### src/rtl/led_s2p_rx.sv
// LED serial link receiver: framed LSB-first stream (start 0, DATA_W bits, stop 1)
// reassembled into a parallel word with one-cycle valid and frame-error strobes.
module led_s2p_rx #(
   parameter int DATA_W = 16
) (
   input  logic              clk,
   input  logic              rst,
   input  logic              sample_en,
   input  logic              ser_in,
   output logic [DATA_W-1:0] par_out,
   output logic              valid,
   output logic              frame_err,
   output logic              busy
);

   localparam int CNT_W = $clog2(DATA_W) + 1;

   typedef enum logic [1:0] {IDLE, DATA, STOP, WAIT_IDLE} state_t;

   state_t                  r_state, w_state_nxt;
   logic signed [DATA_W-1:0] r_shreg, w_shreg_nxt;
   logic [DATA_W-1:0]       r_par, w_par_nxt;
   logic [CNT_W-1:0]        r_cnt, w_cnt_nxt;
   logic                    r_valid, w_valid_nxt;
   logic                    r_ferr, w_ferr_nxt;
   logic                    r_busy, w_busy_nxt;

   always_ff @(posedge clk) begin
      if (rst) begin
         r_state <= IDLE;
         r_shreg <= '0;
         r_par   <= '0;
         r_cnt   <= '0;
         r_valid <= 1'b0;
         r_ferr  <= 1'b0;
         r_busy  <= 1'b0;
      end else begin
         r_state <= w_state_nxt;
         r_shreg <= w_shreg_nxt;
         r_par   <= w_par_nxt;
         r_cnt   <= w_cnt_nxt;
         r_valid <= w_valid_nxt;
         r_ferr  <= w_ferr_nxt;
         r_busy  <= w_busy_nxt;
      end
   end

   always_comb begin
      w_state_nxt = r_state;
      w_shreg_nxt = r_shreg;
      w_par_nxt   = r_par;
      w_cnt_nxt   = r_cnt;
      w_valid_nxt = 1'b0;
      w_ferr_nxt  = 1'b0;
      if (sample_en) begin
         unique case (r_state)
            IDLE: begin
               if (!ser_in) begin
                  w_state_nxt = DATA;
                  w_cnt_nxt   = '0;
               end
            end
            DATA: begin
               // First bit received ends up in bit 0 after DATA_W shifts.
               w_shreg_nxt = {ser_in, r_shreg[DATA_W-1:1]};
               w_cnt_nxt   = r_cnt + 1'b1;
               if (r_cnt == CNT_W'(DATA_W - 1)) w_state_nxt = STOP;
            end
            STOP: begin
               if (ser_in) begin
                  w_par_nxt   = r_shreg;
                  w_valid_nxt = 1'b1;
                  w_state_nxt = IDLE;
               end else begin
                  w_ferr_nxt  = 1'b1;
                  w_state_nxt = WAIT_IDLE;
               end
            end
            WAIT_IDLE: begin
               if (ser_in) w_state_nxt = IDLE;
            end
            default: w_state_nxt = IDLE;
         endcase
      end
      w_busy_nxt = (w_state_nxt != IDLE);
   end

   assign par_out   = r_par;
   assign valid     = r_valid;
   assign frame_err = r_ferr;
   assign busy      = r_busy;

endmodule

### config.mk
export PLATFORM = sky130hd
export DESIGN_NAME = led_s2p_rx
export DESIGN_NICKNAME = d
export VERILOG_FILES = /design/src/rtl/led_s2p_rx.sv
export SDC_FILE = /design/constraint.sdc
export NUM_CORES = 1
export LEC_CHECK = 0
export ABC_AREA = 1
export CORE_MARGIN = 2
export CORE_UTILIZATION = 65
export DETAILED_ROUTE_END_ITERATION = 12
export DONT_BUFFER_PORTS = 1
export PLACE_DENSITY = 0.81
export SLEW_MARGIN = 10
export SYNTH_ARGS = -nofsm -noshare
export SYNTH_HDL_FRONTEND = slang
export SYNTH_SLANG_ARGS = --single-unit
### constraint.sdc
create_clock -name clk -period 1.94 [get_ports clk]
set_input_delay 0.194 -clock clk [delete_from_list [all_inputs] [get_ports clk]]
set_output_delay 0.194 -clock clk [all_outputs]
set_load 0.05 [all_outputs]
==> metrics.md <==
| Metric | Value |
|---|---|
| Status | `complete, no violations` |
| RSZ-0062 raised after global routing | `false` |
| Global-route wire length before repair | `4.82 mm` |
| Post-layout minimum cycle time | `1.37 ns` |
| CTS root buffer | `clkbuf_4` |
| Cell variety after synth | `26` |
| Hold_sp | `ser_in` |
| Post-layout nets | `214` |
| Crit end category | `register` |
| Gr ovfl total | `0` |
| DR iter-0 viols | `19` |
| CP max-delay cell | `dfxtp_1` |
| H-tree levels | `2` |
| CP required | `2.22 ns` |
| CTS tree | `done` |
| Top cell type by total area after synthesis | `dfxtp_1` |
| Type of the most critical hold path | `in -> reg` |
| Share of cells above drive strength 1 | `15.8%` |
| Vias in the first global route | `1159` |
| GPL Wtd Cong | `0.839` |
| Worst-Skew Late Latency | `0.35 ns` |
| CTS clk-pin slew, worst paths | `0.11 ns` |
| Commonest cells after routing, fill and taps aside | `nand2_1 (44), dfxtp_1 (42), nor2_1 (37)` |
| Layout area overhead | `3.50%` |
| Vias | `1273` |
| Most common cell after layout, fill and taps aside | `nand2_1` |
| CP most frequent cell | `ha_1` |
| Initial antenna violation count | `0` |
| Slew @ Worst Pin | `0.932 ns` |
| Slew Viols, Final | `0` |
| Post-Syn Instances | `206` |
| TritonRoute pass-1 iters | `4` |
| Arr. time, crit path | `1.65 ns` |
| Power per cell area | `853 nW/um2` |
| Final Cycle Share | `70.5%` |
| Chain of cells forming the critical path | `ha_1, nand2_1, nor2_1, ha_1, or2_1, a21oi_1` |
| Die height | `54.8 um` |
| # DRC | `0` |
| Kind of critical path | `reg -> reg` |
| Placed insts | `229` |
| Final Non-Filler Cells | `239` |
| Top Ports | `23` |
| Final worst slack | `0.571 ns` |
| Clock sink total | `42` |
| Syn_nets | `212` |
| Synth Cell Area | `1680 um2` |
| Row count | `18` |
| CTS buffer count | `5` |
| DR WL/cell | `12.2 um` |
| DIE AREA | `3010 um2` |
| Setup violators final | `0` |
| Final hold violation count | `0` |
| Post-synth top area share | `50.1%` |
| Fmax | `0.731 GHz` |
| Synth top area cells | `dfxtp_1 (50%), nand2_1 (9.8%), nor2_1 (8.3%)` |
| Post-synthesis sequential area ratio | `50.1%` |
| Final Util | `70.8%` |
| Core Area | `2450 um2` |
| Die X | `54.8 um` |
| Worst rel slew slack | `37.7%` |
| N_diodes | `0` |
| Post-Syn Area per Cell | `8.15 um2` |
| Starting Density | `68.4%` |
| Worst vdd ir | `0.000907 V` |
| Via density | `5.33` |
| Skew final | `0.00579 ns` |
| Max_cap viols | `0` |
| GRT Util Overall | `23.6%` |
| Post-route ant nets | `0` |
| Port bufs | `0` |
| Pleak | `0.632 nW` |
| Largest net degree at the start of global routing | `22` |
| Crit. Startpoint | `r_cnt[0]` |
| CP max FO | `4` |
| Worst Setup Start Kind | `register` |
| Detailed Route WL | `2.92 mm` |
| Worst r2r src | `r_cnt[0]` |
| Synth warn | `0` |
| HPWL Detailed | `2.02 mm` |
| Setup TNS | `0 ns` |
| Clock Tree Buf Depth | `2` |
| Yosys reg bits | `42` |
| CP peak stage delay | `0.39 ns` |
| DP Worst Slack | `0.614 ns` |
## synthesized netlist by cell type
cell,n
a21oi_1,10
a21oi_2,9
buf_1,1
buf_12,2
buf_4,1
buf_6,2
clkbuf_1,2
clkinv_2,1
dfxtp_1,42
ha_1,2
inv_1,11
inv_2,1
inv_6,1
nand2_1,44
nand2_2,10
nand3_1,3
nand3_2,1
nand3_4,1
nand3b_1,1
nand4_1,2
nor2_1,37
nor2_2,2
nor4_1,1
o21ai_0,14
o21ai_1,4
or2_1,1
## cell families after synthesis
family,Yosys count,synth area share [%]
AO/OA/AOI/OAI,37,13.0
adder cells (fa/ha/maj),2,1.49
buffers and inverters,22,8.35
flip-flops,42,50.1
AND/OR/NAND/NOR,103,27.0
## final timing paths
path | endpoint | slack (ns) | cells after the start
worst min register to register | r_shreg[0] | 0.48 | 2
worst min-delay path | frame_err | 0.02 | 3
worst max register to register | r_cnt[4] | 0.57 | 6
worst max-delay path | r_cnt[4] | 0.57 | 6
## registers in the layout (all words and copies together) (netlist names)
register,cells
par_out,16
r_shreg,16
r_cnt,5
r_state,2
busy,1
frame_err,1
valid,1
## worst max-delay path, delay by kind of cell, from the launching register on
| family | cells | cell delay [ns] |
|---|---|---|
| flops | 1 | 0.39 |
| compound gates | 1 | 0.12 |
| fa+ha+maj | 2 | 0.43 |
| simple gates | 3 | 0.37 |
## per-layer routing
metal	track usage, %	up-vias	routed length, um
li1	-	656	-
met1	26.3	573	1270
met2	39.3	33	1410
met3	6.83	11	162
met4	14.6	0	83
met5	0	-	0
## power by group
| group | switching (mW) | leakage, nW | total, mW | internal (mW) |
|---|---|---|---|---|
| combinational | 0.0466 | 0.254 | 0.0637 | 0.0171 |
| sequential | 0.0105 | 0.339 | 0.877 | 0.867 |
| clock | 0.267 | 0.0395 | 0.541 | 0.273 |
## metrics by stage
stage	cell area, um2	hold slack [ns]	total power [mW]
3_3_place_gp	1640	0.261	0.946
3_5_place_dp	1640	0.262	0.948
4_1_cts	1740	0.00271	1.49
2_1_floorplan	1680	0.271	0.950
5_1_grt	1740	0.0390	1.53
6_report	1740	0.0166	1.48
## what timing repair did
| action | CTS | global route |
|---|---|---|
| hold endpoints to repair | 21 | 0 |
| setup buffers | 0 | 0 |
| hold buffers | 2 | 0 |
| gates resized for setup | 0 | 0 |
## layout make-up
cell class	count	area, um2
flip-flops and latches	42	841
clock buffers	7	45.0
well taps	30	37.5
fillers	204	717
inverters	14	58.8
multi-input cells	142	698
repair buffers	3	27.5
clock inverters	1	30.0
Power figures use the tool's default switching activity.
